<file path="config.mk">
export PLATFORM = sky130hd
export DESIGN_NAME = decoder_onehot_seq_flat
export DESIGN_NICKNAME = d
export VERILOG_FILES = /design/src/rtl/decoder_onehot_seq_if.sv /design/src/rtl/decoder_onehot_seq.sv /design/src/flat_wrapper.sv
export SDC_FILE = /design/constraint.sdc
export NUM_CORES = 1
export LEC_CHECK = 0
export CELL_PAD_IN_SITES_DETAIL_PLACEMENT = 0
export CELL_PAD_IN_SITES_GLOBAL_PLACEMENT = 1
export CORE_MARGIN = 10
export CORE_UTILIZATION = 26
export CTS_CLUSTER_SIZE = 25
export DETAILED_ROUTE_END_ITERATION = 8
export GPL_TIMING_DRIVEN = 0
export MAX_ROUTING_LAYER = met4
export PLACE_DENSITY_LB_ADDON = 0.1
export SLEW_MARGIN = 25
export SYNTH_ARGS = -nofsm -noshare
export SYNTH_HDL_FRONTEND = slang
export SYNTH_SLANG_ARGS = --single-unit
export TNS_END_PERCENT = 30
</file>
<file path="constraint.sdc">
create_clock -name clk -period 1.6 [get_ports clk]
set_input_delay 0.32 -clock clk [delete_from_list [all_inputs] [get_ports clk]]
set_output_delay 0.32 -clock clk [all_outputs]
set_load 0.05 [all_outputs]
</file>
<file path="src/rtl/decoder_onehot_seq_if.sv">
// decoder_onehot_seq_if: select stream in, one-hot word stream out, plus mode/enable controls
interface decoder_onehot_seq_if #(
   parameter int SEL_W = 3
);
   localparam int OUTS = 2 ** SEL_W;
   logic             en;
   logic             mode;
   logic             in_valid;
   logic             in_ready;
   logic [SEL_W-1:0] sel;
   logic             out_valid;
   logic             out_ready;
   logic [OUTS-1:0]  onehot;
   logic [SEL_W-1:0] idx;
   logic             wrap;
   modport master (
      output en, mode, in_valid, sel, out_ready,
      input  in_ready, out_valid, onehot, idx, wrap
   );
   modport slave (
      input  en, mode, in_valid, sel, out_ready,
      output in_ready, out_valid, onehot, idx, wrap
   );
endinterface

</file>
<file path="src/rtl/decoder_onehot_seq.sv">
// decoder_onehot_seq: registered N-to-2^N one-hot decoder with a walking-token scan mode
module decoder_onehot_seq #(
   parameter int SEL_W      = 3,
   parameter bit ACTIVE_LOW = 1'b0,
   parameter int SCAN_START = 0
) (
   input logic                  clk,
   input logic                  rst,
   decoder_onehot_seq_if.slave  bus
);
   localparam int OUTS = 2 ** SEL_W;
   typedef enum logic [1:0] {IDLE, HOLD, SCAN} state_t;
   state_t           state_q;
   logic [SEL_W-1:0] idx_q;
   logic             out_valid_q;
   logic             wrap_q;
   logic             accept;
   logic [OUTS-1:0]  dec;
   // Only plain DECODE states take new codes; a mode change or scan never accepts.
   assign bus.in_ready = ~rst & bus.en & ~bus.mode & (state_q != SCAN) & (~out_valid_q | bus.out_ready);
   assign accept       = bus.in_valid & bus.in_ready;
   assign dec          = out_valid_q ? (OUTS'(1) << idx_q) : '0;
   assign bus.onehot   = ACTIVE_LOW ? ~dec : dec;
   assign bus.idx      = idx_q;
   assign bus.out_valid = out_valid_q;
   assign bus.wrap     = wrap_q & bus.en;
   // Decode/hold/scan state machine; en low freezes everything except the wrap pulse.
   always_ff @(posedge clk or posedge rst) begin
      if (rst) begin
         state_q     <= IDLE;
         idx_q       <= '0;
         out_valid_q <= 1'b0;
         wrap_q      <= 1'b0;
      end else if (!bus.en) begin
         wrap_q <= 1'b0;
      end else begin
         wrap_q <= 1'b0;
         if (state_q == SCAN) begin
            if (!bus.mode) begin
               state_q     <= IDLE;
               out_valid_q <= 1'b0;
            end else if (bus.out_ready) begin
               idx_q  <= idx_q + 1'b1;
               wrap_q <= &idx_q;
            end
         end else if (bus.mode) begin
            state_q     <= SCAN;
            idx_q       <= SEL_W'(SCAN_START);
            out_valid_q <= 1'b1;
         end else if (accept) begin
            state_q     <= HOLD;
            idx_q       <= bus.sel;
            out_valid_q <= 1'b1;
         end else if (bus.out_ready) begin
            state_q     <= IDLE;
            out_valid_q <= 1'b0;
         end
      end
   end
endmodule

</file>
<file path="src/flat_wrapper.sv">
// flat-port wrapper written by rule: the top's interface ports become plain ports
module decoder_onehot_seq_flat 
#(
   parameter int SEL_W      = 3,
   parameter bit ACTIVE_LOW = 1'b0,
   parameter int SCAN_START = 0
)
  (clk, rst, bus_en, bus_mode, bus_in_valid, bus_sel, bus_out_ready, bus_in_ready, bus_out_valid, bus_onehot, bus_idx, bus_wrap);
  decoder_onehot_seq_if #(.SEL_W(SEL_W)) bus_i ();
  input logic clk;
  input logic rst;
  input wire logic [$bits(bus_i.en)-1:0] bus_en;
  input wire logic [$bits(bus_i.mode)-1:0] bus_mode;
  input wire logic [$bits(bus_i.in_valid)-1:0] bus_in_valid;
  input wire logic [$bits(bus_i.sel)-1:0] bus_sel;
  input wire logic [$bits(bus_i.out_ready)-1:0] bus_out_ready;
  output wire logic [$bits(bus_i.in_ready)-1:0] bus_in_ready;
  output wire logic [$bits(bus_i.out_valid)-1:0] bus_out_valid;
  output wire logic [$bits(bus_i.onehot)-1:0] bus_onehot;
  output wire logic [$bits(bus_i.idx)-1:0] bus_idx;
  output wire logic [$bits(bus_i.wrap)-1:0] bus_wrap;
  assign bus_i.en = bus_en;
  assign bus_i.mode = bus_mode;
  assign bus_i.in_valid = bus_in_valid;
  assign bus_i.sel = bus_sel;
  assign bus_i.out_ready = bus_out_ready;
  assign bus_in_ready = bus_i.in_ready;
  assign bus_out_valid = bus_i.out_valid;
  assign bus_onehot = bus_i.onehot;
  assign bus_idx = bus_i.idx;
  assign bus_wrap = bus_i.wrap;
  decoder_onehot_seq #(.SEL_W(SEL_W), .ACTIVE_LOW(ACTIVE_LOW), .SCAN_START(SCAN_START)) u_core (.clk(clk), .rst(rst), .bus(bus_i));
endmodule
</file>
# After elaboration in Yosys (flattened, before gate mapping)
# Cells that the tools add are included.
[word_totals] register_bits=7 latch_bits=0 mem_count=0 rom_bits=0 ram_bits=0
[classes] mux=20 n_reduce_logical=5 add_sub_neg=1 n_mul=0 bitwise=10 n_eq_ne=5 n_shift=1 n_div=0 n_lt_le_gt_ge=0
[ops] operator="$mux 3" count=5
[ops] operator="$mux 2" count=5
[ops] operator="$mux 1" count=9
[ops] operator="$mux 8" count=1
[ops] operator="$ne 2x2->1 const B" count=4
[ops] operator="$shl 1x3->8 const A" count=1
[ops] operator="$and 1x1->1" count=6
[ops] operator="$reduce_and 3->1" count=2
[ops] operator="$reduce_and 4->1" count=1
[ops] operator="$reduce_bool 4->1" count=1
[ops] operator="$add 3x1->3 const B" count=1
[ops] operator="$not 1->1" count=3
[ops] operator="$eq 2x2->1 const B" count=1
[ops] operator="$reduce_bool 2->1" count=1
[ops] operator="$or 1x1->1" count=1

# Logic depth before layout (Yosys ltp)
# Gate-level depths: netlist of run 1.
[depth] word_depth=9 depth_mapped=6

# Worst setup path after synthesis of run 1
# OpenSTA, ideal clock, no wires.
[synth_timing] path_type="flip-flop to output port" startpoint="register u_core.out_valid_q (netlist: u_core.bus.out_valid)" endpoint="output port bus_in_ready" path_stages_with_launch=3 path_buffers=0 path_slack_ns=-1.076 arrival_time_ns=2.356 path_cell_list="dfrtp_1 > nor2b_2 > nor4_1"
[synth_between] elab_chain_cells=3
[synth_rtl] item="from (decl)" line="decoder_onehot_seq.sv:15" text="logic out_valid_q;"
[synth_rtl] item="from (signal assigned)" line="decoder_onehot_seq.sv:32" text="out_valid_q <= 1'b0;"
[synth_rtl] item="from (signal assigned)" line="decoder_onehot_seq.sv:41" text="out_valid_q <= 1'b0;"
[synth_rtl] item="from (signal assigned)" line="decoder_onehot_seq.sv:49" text="out_valid_q <= 1'b1;"
[synth_rtl] item="$not 1->1" line="decoder_onehot_seq.sv:20" text="assign bus.in_ready = ~rst & bus.en & ~bus.mode & (state_q != SCAN) & (~out_valid_q | bus.out_ready);"
[synth_rtl] item="$or 1x1->1" line="decoder_onehot_seq.sv:20"
[synth_rtl] item="$and 1x1->1" line="decoder_onehot_seq.sv:20"
[synth_rtl] item="to (decl)" line="flat_wrapper.sv:17" text="output wire logic [$bits(bus_i.in_ready)-1:0] bus_in_ready;"
# Every way passes these cells.

# Worst setup path in the final report of run 1
[layout_timing] startpoint="register u_core.idx_q[1] (netlist: u_core.bus.idx[1])" endpoint="output port bus_onehot[7]"
[layout_between] elab_chain_cells=2
[layout_rtl] item="from (decl)" line="decoder_onehot_seq.sv:14" text="logic [SEL_W-1:0] idx_q;"
[layout_rtl] item="from (signal assigned)" line="decoder_onehot_seq.sv:43" text="idx_q <= idx_q + 1'b1;"
[layout_rtl] item="from (signal assigned)" line="decoder_onehot_seq.sv:48" text="idx_q <= SEL_W'(SCAN_START);"
[layout_rtl] item="from (signal assigned)" line="decoder_onehot_seq.sv:52" text="idx_q <= bus.sel;"
[layout_rtl] item="$shl 1x3->8" line="decoder_onehot_seq.sv:22" text="assign dec = out_valid_q ? (OUTS'(1) << idx_q) : '0;"
[layout_rtl] item="$mux 8" line="decoder_onehot_seq.sv:22"
[layout_rtl] item="to (decl)" line="flat_wrapper.sv:19" text="output wire logic [$bits(bus_i.onehot)-1:0] bus_onehot;"
# Every way passes these cells.

==> results of run 1 <==
[registers in the layout (all words and copies together) (netlist names)]
name	cells
u_core.wrap_q	1
u_core.state_q	2
u_core.bus.idx	3
u_core.bus.out_valid	1
[worst reg2reg max path: stages (launching register included)]
cell	delay, ns
dfrtp_2	0.43
nor2b_4	0.15
or4b_4	0.60
a311o_1	0.29
[layout by cell type (no fill, tap or decap), types with 3 or more instances in the layout]
| cell | instances |
|---|---|
| dlygate4sd2_1 | 5 |
| a31oi_1 | 3 |
| and2_4 | 3 |
| ha_4 | 5 |
| and3_4 | 3 |
| clkbuf_4 | 3 |
| inv_1 | 5 |
| o21ai_0 | 3 |
| nand2_1 | 4 |
| buf_8 | 4 |
| buf_6 | 6 |
| dfrtp_1 | 3 |
| nor2b_1 | 3 |
| clkdlybuf4s50_1 | 3 |
| and2_1 | 4 |
| dfrtp_2 | 4 |
[final cells by class]
| type | instances | area, um2 | area share, % |
|---|---|---|---|
| Buffer | 1 | 3.75 | 0.369 |
| Clock buffer | 4 | 26.3 | 2.58 |
| Inverter | 7 | 31.3 | 3.08 |
| Multi-Input combinational cell | 48 | 464 | 45.6 |
| Sequential cell | 7 | 180 | 17.7 |
| Tap cell | 27 | 33.8 | 3.32 |
| Timing Repair Buffer | 26 | 278 | 27.3 |
[worst min path at each step]
| stage | startpoint | endpoint | slack, ns | depth (start not counted) |
|---|---|---|---|---|
| 2_1_floorplan | rst | u_core.state_q[0]$_DFFE_PP0P_ | 0.12 | 1 |
| 3_3_place_gp | u_core.state_q[1]$_DFFE_PP0P_ | u_core.state_q[1]$_DFFE_PP0P_ | 0.52 | 1 |
| 3_5_place_dp | u_core.state_q[1]$_DFFE_PP0P_ | u_core.state_q[1]$_DFFE_PP0P_ | 0.52 | 1 |
| 4_1_cts | rst | u_core.state_q[0]$_DFFE_PP0P_ | 0.21 | 2 |
| 5_1_grt | rst | u_core.wrap_q$_DFF_PP0_ | 0.22 | 2 |
| 6_report | rst | u_core.wrap_q$_DFF_PP0_ | 0.20 | 2 |
[where the power goes]
| part | internal [mW] | switching, mW |
|---|---|---|
| logic | 0.250 | 0.344 |
| registers | 0.209 | 0.0428 |
| clock network | 0.0949 | 0.0604 |
[kinds of logic (layout without fill, tap and decap cells)]
kind of cell / count (synthesis) / in the layout / share of synthesized area [%]
AOI/OAI and AO/OA: 16 / 16 / 18.4
DFF: 7 / 7 / 31.4
buffers and inverters: 9 / 38 / 7.40
and+or+nand+nor: 26 / 26 / 29.4
adders and majority gates: 6 / 6 / 13.5
[synth_stat cells]
cell,instances
a21o_1,1
a21o_2,1
a21oi_1,2
a22oi_1,1
a311o_1,1
a31oi_1,3
and2_1,7
and3_1,3
buf_6,1
clkbuf_1,1
dfrtp_1,7
ha_1,6
inv_1,7
nand2_1,4
nand2b_1,2
nor2_1,1
nor2b_1,3
nor2b_2,1
nor3_1,2
nor3b_2,1
nor4_1,1
o21ai_0,3
o21ai_1,1
o22ai_1,2
o31ai_1,1
or4b_4,1
[layer usage]
| layer | share of wire, % | track usage [%] | vias to the layer above |
|---|---|---|---|
| met5 | 0 | - | - |
| met4 | 0 | 1.57 | 0 |
| met3 | 8.1 | 4.58 | 0 |
| met2 | 45 | 9.45 | 17 |
| met1 | 47 | 9.08 | 262 |
| li1 | - | - | 280 |
[through the flow]
stage	hold slack [ns]	setup WS [ns]	total power, mW
4_1_cts	0.212	-0.145	0.874
6_report	0.202	-0.0390	1.00
2_1_floorplan	0.123	-0.166	0.555
3_5_place_dp	0.516	-0.843	0.718
3_3_place_gp	0.519	-0.850	0.718
5_1_grt	0.220	-0.0828	1.08
[repair_timing]
action	4_1_cts	5_1_grt
setup buffers	1	4
setup endpoints to repair	18	13
pin swaps	0	7
endpoints found under the hold margin	0	0
gates resized for setup	75	32
==> flow_metrics.tcl, run 1 <==
set metrics [dict create \
    outcome "complete, but fails checks" \
    violations "negative setup slack" \
    reg2reg_depth 3 \
    cts_root_buf "clkbuf_4" \
    drv_cap 0 \
    grt_max_degree 11 \
    rsz0062_at_grt "yes" \
    crit_path_top_delay_cell "dfrtp_2" \
    clk_latency_ns 0.25 \
    ctsHoldBuffers 0 \
    critical-path-max-stage-delay_ns 0.44 \
    cts.path.max_buffers 2 \
    slew_headroom_pct 67.0 \
    via_per_inst 4.66 \
    synth_fp_nets 79 \
    port_buffers 21 \
    timing.rr.end "u_core.bus.idx[0]$_DFFE_PP0P_" \
    route.detailed.drc 0 \
    rows 16 \
    crit_type "register to output port" \
    drive_above_1_share_pct 47.3 \
    vias 559 \
    clk_pin_slew_ns 0.05 \
    grt-ovfl-total 0 \
    grt_use_total_pct 7.26 \
    core_area_um2 2000 \
    post-route-period-util_pct 102 \
    max_freq_ghz 0.610 \
    die_w_um 66.3 \
    peakVddDrop_v 0.000519 \
    arrival_ns 1.32 \
    fin_skew_ns 0.000216 \
    final_area_um2 1020 \
    ant_nets 0 \
    hold_path_class "primary input to async pin" \
    dr.pass1.iters 4 \
    instances_no_fill 120 \
    io_pins 23 \
    final_max_slew_viol_count 0 \
    cp_max_fo 4 \
    timing.critical_path.buf_inv 1 \
    grt_pass1_wl_mm 2.45 \
    cp-startpoint "u_core.bus.idx[1]$_DFFE_PP0P_" \
    worst_pin_slew_ns 0.497 \
    syn2layout_area_growth_pct 82.3 \
    h-tree-depth 1 \
    yosysTopAreaCellShare_pct 31.4 \
    p_leak_nw 0.436 \
    cp_num_cells 4 \
    grt_pass1_vias 509 \
    critPathCaptureType "output port" \
    synth.avg_cell_area_um2 8.72 \
    yosysTopAreaCell "dfrtp_1" \
    r2r_start "u_core.bus.out_valid$_DFFE_PP0P_" \
    worstPathCellList "ha_4, ha_4, and2_4, buf_8" \
    dp_hpwl_mm 1.21 \
    syn_inst 64 \
    ys_types 26 \
    ff2ff_setup_slack_ns 0.02 \
    crit_required_ns 1.28 \
    yosysWarnings 0 \
    die_h_um 66.3 \
    detailed_place.area_um2 828 \
    ys_seq_elements 7 \
    drt-initial-drc-count 12 \
    synth_area_leaders "dfrtp_1 (31%), ha_1 (13%), and2_1 (7.8%), inv_1 (4.7%), a31oi_1 (3.4%)" \
    avgRoutedWirePerCell_um 13.1 \
    layout_min_cycle_time_ns 1.64 \
    syn_area_um2 558 \
    worstSetupEndpoint "bus_onehot[7]" \
    worst_slack_ns -0.0390 \
    seq_area_frac_synth_pct 31.4 \
    nets 109 \
    antenna_found_initial 0 \
    hold_violations 0 \
    cp_top_family "flip-flops" \
    cts_sinks 7 \
    fillers 186 \
    gp_congestion 0.758 \
    n_antenna_cell 0 \
    cts_tree "yes" \
    wl_mm 1.57 \
    crit_top_cell "ha_4" \
    worstSetupStartpointType "register" \
    dieArea_um2 4400 \
    fin_util_pct 50.8 \
    cts_buffers 3 \
    setup_viol 5 \
    cellPowerDensity_nw_per_um2 984 \
    dp.cells 112 \
    fin_setup_tns_ns -0.142 \
    start_util_pct 27.9 \
]
Note: power is estimated with default switching activity, not from simulation.
==> run 2, diff against run 1 <==
--- a/config.mk
+++ b/config.mk
@@ -8,7 +8,7 @@
 export CELL_PAD_IN_SITES_DETAIL_PLACEMENT = 0
 export CELL_PAD_IN_SITES_GLOBAL_PLACEMENT = 1
 export CORE_MARGIN = 10
-export CORE_UTILIZATION = 26
+export CORE_UTILIZATION = 29
 export CTS_CLUSTER_SIZE = 25
 export DETAILED_ROUTE_END_ITERATION = 8
 export GPL_TIMING_DRIVEN = 0
==> constraint.sdc (replaced) <==
create_clock -name clk -period 1.69 [get_ports clk]
set_input_delay 0.338 -clock clk [delete_from_list [all_inputs] [get_ports clk]]
set_output_delay 0.338 -clock clk [all_outputs]
set_load 0.05 [all_outputs]
==> flow_metrics.tcl, run 2 (synthesized netlist as in run 1, its figures left out) <==
set metrics [dict create \
    fillers 172 \
    slew_headroom_pct 67.2 \
    fin_skew_ns 0.0108 \
    n_antenna_cell 0 \
    cp_max_fo 6 \
    die_h_um 63.9 \
    gp_congestion 0.720 \
    instances_no_fill 116 \
    worstPathCellList "buf_6, ha_4, ha_4, and2_4, buf_8" \
    final_area_um2 920 \
    die_w_um 63.9 \
    max_freq_ghz 0.558 \
    register_area_um2 179 \
    detailed_place.area_um2 823 \
    drv_cap 0 \
    post-route-period-util_pct 106 \
    cts_root_buf "clkbuf_4" \
    port_buffers 21 \
    dp.cells 110 \
    largest_reg_flops 3 \
    critPathCaptureType "output port" \
    timing.critical_path.buf_inv 2 \
    rsz0062_at_grt "yes" \
    drt-initial-drc-count 4 \
    dieArea_um2 4080 \
    syn2layout_area_growth_pct 64.8 \
    drive_above_1_share_pct 38.5 \
    ctsHoldBuffers 0 \
    nets 107 \
    setup_viol 3 \
    dp_hpwl_mm 1.21 \
    avgRoutedWirePerCell_um 13.6 \
    hold_violations 0 \
    grt_max_degree 11 \
    route.detailed.drc 0 \
    clk_pin_slew_ns 0.06 \
    antenna_found_initial 0 \
    multi_input_area_um2 428 \
    critical-path-max-stage-delay_ns 0.44 \
    wl_mm 1.58 \
    worst_pin_slew_ns 0.494 \
    crit_type "register to output port" \
    layout_min_cycle_time_ns 1.79 \
    peakVddDrop_v 0.000603 \
    start_util_pct 31.3 \
    clk_latency_ns 0.27 \
    grt_use_total_pct 8.30 \
    grt_pass1_wl_mm 2.67 \
    violations "negative setup slack" \
    crit_path_top_delay_cell "dfrtp_2" \
    layout.cells.most_common "dlygate4sd2_1" \
    cts_sinks 7 \
    fin_hold_ws_ns 0.203 \
    via_per_inst 4.85 \
    arrival_ns 1.46 \
    h-tree-depth 1 \
    final_max_slew_viol_count 0 \
    grt_pass1_vias 533 \
    crit_required_ns 1.35 \
    hold_path_class "primary input to async pin" \
    p_leak_nw 0.424 \
    cts.path.max_buffers 2 \
    cp_top_family "flip-flops" \
    cellPowerDensity_nw_per_um2 950 \
    worst_slack_ns -0.104 \
    worstSetupStartpointType "register" \
    outcome "complete, but fails checks" \
    cts_tree "yes" \
    rows 15 \
    layout_common_cells "dlygate4sd2_1 (7), inv_1 (6), buf_6 (5), and2_1 (5), buf_4 (5)" \
    dr.pass1.iters 4 \
    grt-ovfl-total 0 \
    cts_buffers 3 \
    io_pins 23 \
    crit_top_cell "ha_4" \
    vias 563 \
    core_area_um2 1780 \
    ant_nets 0 \
    fin_total_pwr_mw 0.873 \
    fin_setup_tns_ns -0.222 \
]
-- run 2: cell count changes in the layout (fill, tap and decap cells not counted), moves of 2 or more --
| cell | previous run | this run |
|---|---|---|
| and3_1 | 0 | 3 |
| ha_1 | 0 | 2 |
| clkdlybuf4s15_1 | 2 | 0 |
| buf_4 | 2 | 5 |
| buf_8 | 4 | 2 |
| ha_4 | 5 | 3 |
| dlygate4sd2_1 | 5 | 7 |
| and3_4 | 3 | 0 |
-- run 2: cell type report --
type                    count  area share (%)
clock buffers               4            2.86
well taps                  25            3.40
inverters                   7            2.86
multi-input cells          48            46.5
flip-flops and latches      7            19.5
repair buffers             23            23.3
plain buffers               2            1.63
-- run 2: report_power, final --
part / total, mW / switching (mW) / leakage, nW / internal, mW
combinational: 0.466 / 0.292 / 0.326 / 0.174
sequential: 0.242 / 0.0459 / 0.0836 / 0.196
clock: 0.166 / 0.0751 / 0.0150 / 0.0910
total: 0.873 / 0.413 / 0.424 / 0.461
-- run 2: worst paths after layout --
kind,end,cells past startpoint,startpoint,slack (ns)
max,bus_onehot[7],5,u_core.bus.idx[0]$_DFFE_PP0P_,-0.10
max in group asynchronous,u_core.bus.idx[1]$_DFFE_PP0P_,2,rst,1.25
min,u_core.bus.idx[2]$_DFFE_PP0P_,2,rst,0.20
min in group clk,u_core.state_q[0]$_DFFE_PP0P_,2,bus_en,0.51
min reg2reg,u_core.state_q[1]$_DFFE_PP0P_,1,u_core.state_q[1]$_DFFE_PP0P_,0.58
max reg2reg,u_core.bus.idx[0]$_DFFE_PP0P_,4,u_core.bus.out_valid$_DFFE_PP0P_,-0.02
-- run 2: repair_timing --
item                                    4_1_cts  5_1_grt
setup buffers                                 1        1
endpoints found under the setup margin       17       12
resized for setup                            74       15
pin swaps                                     1        0
-- run 2: metal layers --
metal	vias to the layer above	part of all wire (%)	track usage (%)
li1	277	-	-
met1	266	48	10.7
met2	16	44	10.8
met3	4	5.7	2.79
met4	0	2.0	4.92
met5	-	0	-
-- run 2: metrics by stage --
step | setup WS (ns) | utilization, %
2_1_floorplan | -0.0756 | -
3_3_place_gp | -0.813 | 46.2
3_5_place_dp | -0.802 | 46.2
4_1_cts | -0.116 | 48.8
5_1_grt | -0.136 | 51.6
6_report | -0.104 | 51.6
==> variant 1 (flow settings as in run 2) <==
`ACTIVE_LOW` is set to 1'b0 in 2 places; all go to 1'b1.
--- a/src/rtl/decoder_onehot_seq.sv
+++ b/src/rtl/decoder_onehot_seq.sv
@@ -1,7 +1,7 @@
 // decoder_onehot_seq: registered N-to-2^N one-hot decoder with a walking-token scan mode
 module decoder_onehot_seq #(
    parameter int SEL_W      = 3,
-   parameter bit ACTIVE_LOW = 1'b0,
+   parameter bit ACTIVE_LOW = 1'b1,
    parameter int SCAN_START = 0
 ) (
    input logic                  clk,
--- a/src/flat_wrapper.sv
+++ b/src/flat_wrapper.sv
@@ -2,7 +2,7 @@
 module decoder_onehot_seq_flat 
 #(
    parameter int SEL_W      = 3,
-   parameter bit ACTIVE_LOW = 1'b0,
+   parameter bit ACTIVE_LOW = 1'b1,
    parameter int SCAN_START = 0
 )
   (clk, rst, bus_en, bus_mode, bus_in_valid, bus_sel, bus_out_ready, bus_in_ready, bus_out_valid, bus_onehot, bus_idx, bus_wrap);
Function: changed (a bounded check fails within 4 cycles, from zero or initial values and one cycle with rst high).
==> variant 1 against run 2 <==
  * Cell area decreased by 4.1%
  * Final cell count rose by 6.9%
  * Sequential cell count unchanged
  * Count of clock-buffer cells in the layout did not move
  * Maximum frequency grew 7.1%
  * Wire length up 5.7%
  * Global-route usage shrank 0.40 points
  * Highest routed layer unchanged
  * Critical path type unchanged
  * Total power grew 17%
  * Combinational power increased by 33%
  * Sequential share of layout area up 0.83 points
  * Worst hold slack improved by 0.24 ns
  * Area after synthesis grew 2.2%
  * Setup slack better by 0.12 ns
==> variant 1: results (changes against run 2) <==
Power
  • Sw Ratio: 50.34% (was 47.26%)
  • Leak pwr: 0.4124 nW (was 0.4242 nW)

Placed design
  • Worst slack, placed: -0.9624 ns (was -0.8015 ns)
  • GP Congestion: 0.8391 (was 0.7200)
  • DP Cell Count: 114 (was 110)
  • IO buf count: 22 (was 21)
  • Dpl cell area: 838.3 um^2 (was 823.3 um^2)

Outcome
  • Status: finished clean (was finished, violations left)

Worst setup path
  • Slowest stage delay, CP: 0.38 ns (was 0.44 ns)
  • Worst path slowest cell: dfrtp_1 (was dfrtp_2)
  • Max FO, Critical Path: 5 (was 6)
  • Worst EP arrival: 1.34 ns (was 1.46 ns)

GRT
  • Vias in the first global route: 532 (was 533)
  • GRT Overall Usage: 7.902% (was 8.303%)

Yosys
  • Synthesized area per cell: 8.516 um^2 (was 8.719 um^2)
  • Synth top area cells: dfrtp_1 31%, ha_1 13%, nand2_1 7.9% (was dfrtp_1 31%, ha_1 13%, and2_1 7.8%)
  • Post-synthesis cell type count: 25 (was 26)
  • Seq/Total Area, Yosys: 30.70% (was 31.39%)
  • Commonest cells in the netlist: 12 x nand2_1, 7 x dfrtp_1, 6 x ha_1, 6 x inv_1 (was 7 x and2_1, 7 x dfrtp_1, 7 x inv_1)
  • Post-Syn Nets: 82 (was 79)

Route
  • Via count of the routed design: 568 (was 563)
  • DRT iter0 DRCs: 6 (was 4)

Layout
  • Fin cells: 124 (was 116)
  • Share of layout cells above drive strength 1: 33.33% (was 38.46%)

STA
  • Skew final: 0.005173 ns (was 0.01084 ns)
  • Worst setup margin: 0.01489 ns (was -0.1036 ns)
  • Worst Max-Slew Pin Slew: 0.4991 ns (was 0.4943 ns)
==> variant 1: cell count changes in the layout (fill, tap and decap cells not counted), moves of 3 or more <==
cell,change
a31oi_1,-3
ha_1,+3
and2_1,-4
buf_2,+6
ha_4,-3
and3_1,-3
nand2_1,+8
nand3_1,+4
==> variant 1: worst paths after layout <==
| check | start | endpoint | depth (start not counted) |
|---|---|---|---|
| setup / recovery | u_core.state_q[1]$_DFFE_PP0P_ | bus_in_ready | 4 |
| hold / removal | rst | u_core.state_q[0]$_DFFE_PP0P_ | 2 |
| setup reg to reg | u_core.state_q[1]$_DFFE_PP0P_ | u_core.bus.idx[1]$_DFFE_PP0P_ | 5 |
| hold reg to reg | u_core.state_q[0]$_DFFE_PP0P_ | u_core.state_q[0]$_DFFE_PP0P_ | 2 |
| max in group asynchronous | rst | u_core.bus.idx[0]$_DFFE_PP0P_ | 2 |
| min in group clk | bus_mode | u_core.wrap_q$_DFF_PP0_ | 3 |
==> variant 1: worst max-delay path, delay by kind of cell (launching register included) <==
kind	cells	cell delay (ns)
buffers and inverters	1	0.19
DFF	1	0.38
and+or+nand+nor	3	0.51
==> variant 1: what timing repair did <==
| action | 4_1_cts | 5_1_grt |
|---|---|---|
| setup buffers | 1 | 6 |
| setup endpoints to repair | 14 | 12 |
| pin swaps | 1 | 2 |
| resized for setup | 59 | 10 |
==> variant 1: through the flow <==
step,hold WS (ns),util [%]
2_1_floorplan,0.1413,-
6_report,0.4420,48.96
3_5_place_dp,0.4661,46.53
3_3_place_gp,0.4691,46.53
4_1_cts,0.4418,47.15
5_1_grt,0.4746,48.96
==> variant 1: power by group through the flow <==
stage / logic (W) / clock network [W] / registers (W)
final: 0.000619 / 0.000153 / 0.000251
after CTS: 0.000609 / 0.000160 / 0.000243
after global routing: 0.000667 / 0.000170 / 0.000262
after floorplan: 0.000330 / 0 / 0.000339
after detailed placement: 0.000623 / 0 / 0.000251
after global placement: 0.000624 / 0 / 0.000248
==> variant 1: cell type report <==
type,count,area share [%]
Tap cell,25,3.546
Inverter,6,2.553
Timing Repair Buffer,29,26.52
Sequential cell,7,20.28
Multi-Input combinational cell,53,44.11
Clock buffer,4,2.979
==> variant 1: cells by family after synthesis <==
| kind of cell | after synthesis | share of synthesized area (%) |
|---|---|---|
| buffers and inverters | 7 | 5.921 |
| flip-flops | 7 | 30.70 |
| XOR/XNOR | 1 | 1.535 |
| AO/OA/AOI/OAI | 12 | 13.16 |
| AND/OR/NAND/NOR | 34 | 35.53 |
| adder cells (fa/ha/maj) | 6 | 13.16 |
==> variant 1: layer usage <==
layer	wire [um]	share of wire (%)	vias to the layer above	track usage (%)
li1	-	-	289	-
met1	719	43	257	8.984
met2	794	48	20	11.82
met3	141	8.5	2	4.007
met4	10	0.60	0	2.406
met5	0	0	-	-
==> variant 2 (flow settings as in run 2) <==
Made on the original files. Encoding of `state_t`: now one-hot (3 bits for 3 states).
--- a/src/rtl/decoder_onehot_seq.sv
+++ b/src/rtl/decoder_onehot_seq.sv
@@ -9,7 +9,7 @@
    decoder_onehot_seq_if.slave  bus
 );
    localparam int OUTS = 2 ** SEL_W;
-   typedef enum logic [1:0] {IDLE, HOLD, SCAN} state_t;
+   typedef enum logic [2:0] {IDLE = 3'b001, HOLD = 3'b010, SCAN = 3'b100} state_t;
    state_t           state_q;
    logic [SEL_W-1:0] idx_q;
    logic             out_valid_q;
Function: same outputs for any inputs over 10 cycles, from zero or initial values and one cycle with rst high; not proved beyond that.
==> variant 2 against run 2 <==
  * The run still ends with negative setup slack left
  * Critical path depth decreased by 1
  * Wire length up 9.0%
  * Setup slack worse by 0.011 ns
  * Clock skew up 0.0046 ns
  * Sequential cell count up 1
  * Cell area grew 10%
  * Total power grew 13%
  * Area after synthesis grew 9.2%
  * Clock power is 3% lower
  * Largest cell class unchanged
==> variant 2: results (changes against run 2) <==
Hold path
  • Type of the most critical hold path: input pin to flip-flop (was input pin to asynchronous set/reset pin)

Worst setup path
  • CP Capture Point: bus_in_ready (was bus_onehot[7])
  • Crit. Startpoint: u_core.state_q[0]$_DFFE_PP1P_ (was u_core.bus.idx[0]$_DFFE_PP0P_)
  • Reg2Reg Depth: 6 (was 4)
  • Max FO, Critical Path: 3 (was 6)
  • RR Endpoint: u_core.bus.idx[1]$_DFFE_PP0P_ (was u_core.bus.idx[0]$_DFFE_PP0P_)
  • Worst path slowest cell: or3b_4 (was dfrtp_2)
  • Slowest stage delay, CP: 0.39 ns (was 0.44 ns)

Outcome
  • Failing checks: negative setup slack (unchanged)
  • Status: finished, violations left (unchanged)

Power
  • Sw Ratio: 44.99% (was 47.26%)
  • Maximum vdd drop: 492.3 uV (was 602.9 uV)
  • Leak pwr: 0.4750 nW (was 0.4242 nW)

Yosys
  • Synthesized area per cell: 9.232 um^2 (was 8.719 um^2)
  • Post-Syn Nets: 81 (was 79)
  • Commonest cells in the netlist: 8 x nor2_1, 7 x dfrtp_1, 7 x inv_1 (was 7 x and2_1, 7 x dfrtp_1, 7 x inv_1)
  • Adder-cell share of the synthesized area: 12.32% (was 13.45%)
  • Post-synthesis cell type count: 28 (was 26)
  • Synth Area in Compound Gates: 21.36% (was 18.39%)
  • Synth top area cells: dfrtp_1 29%, ha_1 12%, nor2_1 4.9% (was dfrtp_1 31%, ha_1 13%, and2_1 7.8%)
  • Seq/Total Area, Yosys: 33.06% (was 31.39%)

STA
  • Worst setup margin: -0.1141 ns (was -0.1036 ns)
  • Skew final: 0.01542 ns (was 0.01084 ns)
  • Final Setup Violations: 2 (was 3)
  • Max-Slew Margin vs Limit: 66.99% (was 67.18%)
  • Setup tns final: -0.1224 ns (was -0.2220 ns)

Layout
  • Share of layout cells above drive strength 1: 43.30% (was 38.46%)
  • FILL cells: 194 (was 172)
  • Non-clk bufs: 30 (was 25)
  • Clock-cell share of area: 2.596% (was 2.857%)
  • Multi-input gate share of total cell area: 41.16% (was 46.53%)
  • Nets: 113 (was 107)
  • Sequential share of cell area: 20.40% (was 19.46%)

GRT
  • GRT Overall Usage: 8.581% (was 8.303%)
  • First-pass GRT wire length: 2925 um (was 2670 um)

Route
  • Via count of the routed design: 592 (was 563)
  • WL final: 1718 um (was 1576 um)
## variant 2: logic make-up after synthesis
kind of cell / Yosys count
simple gates: 25
compound gates: 17
buf+inv: 10
flops: 8
fa+ha+maj: 6
## variant 2: what timing repair did
action,4_1_cts,5_1_grt
pin swaps,0,3
setup endpoints to repair,14,12
setup buffers,2,4
hold endpoints to repair,0,0
gates resized for setup,75,21
## variant 2: tightest hold or removal path: cells and delay by family
family | cells | cell delay [ns]
buf+inv | 1 | 0.17
simple gates | 2 | 0.14
## variant 2: layer usage
metal | up-vias | GRT usage (%) | share of wire (%) | wire, um
met2 | 16 | 12.80 | 49 | 846
met1 | 281 | 10.58 | 46 | 788
met5 | - | - | 0 | 0
li1 | 295 | - | - | -
met3 | 0 | 3.559 | 4.8 | 83
met4 | 0 | 1.604 | 0 | 0
## variant 2: power by group through the flow
stage | clock network (W) | registers, W | logic (W)
2_1_floorplan | 0 | 0.000335 | 0.000260
3_3_place_gp | 0 | 0.000273 | 0.000485
3_5_place_dp | 0 | 0.000275 | 0.000484
4_1_cts | 0.000169 | 0.000270 | 0.000485
5_1_grt | 0.000178 | 0.000286 | 0.000594
6_report | 0.000161 | 0.000278 | 0.000550
## variant 2: through the flow
step           utilization (%)  hold slack (ns)  setup WS, ns  cell area (um^2)
2_1_floorplan                -           0.1527      -0.02585             623.1
4_1_cts                  45.96           0.4087       -0.1858             910.9
3_5_place_dp             43.75           0.4955       -0.9270             867.1
5_1_grt                  51.07           0.4389       -0.1555              1012
6_report                 51.07           0.4197       -0.1141              1012
3_3_place_gp             43.75           0.4994       -0.9160             867.1
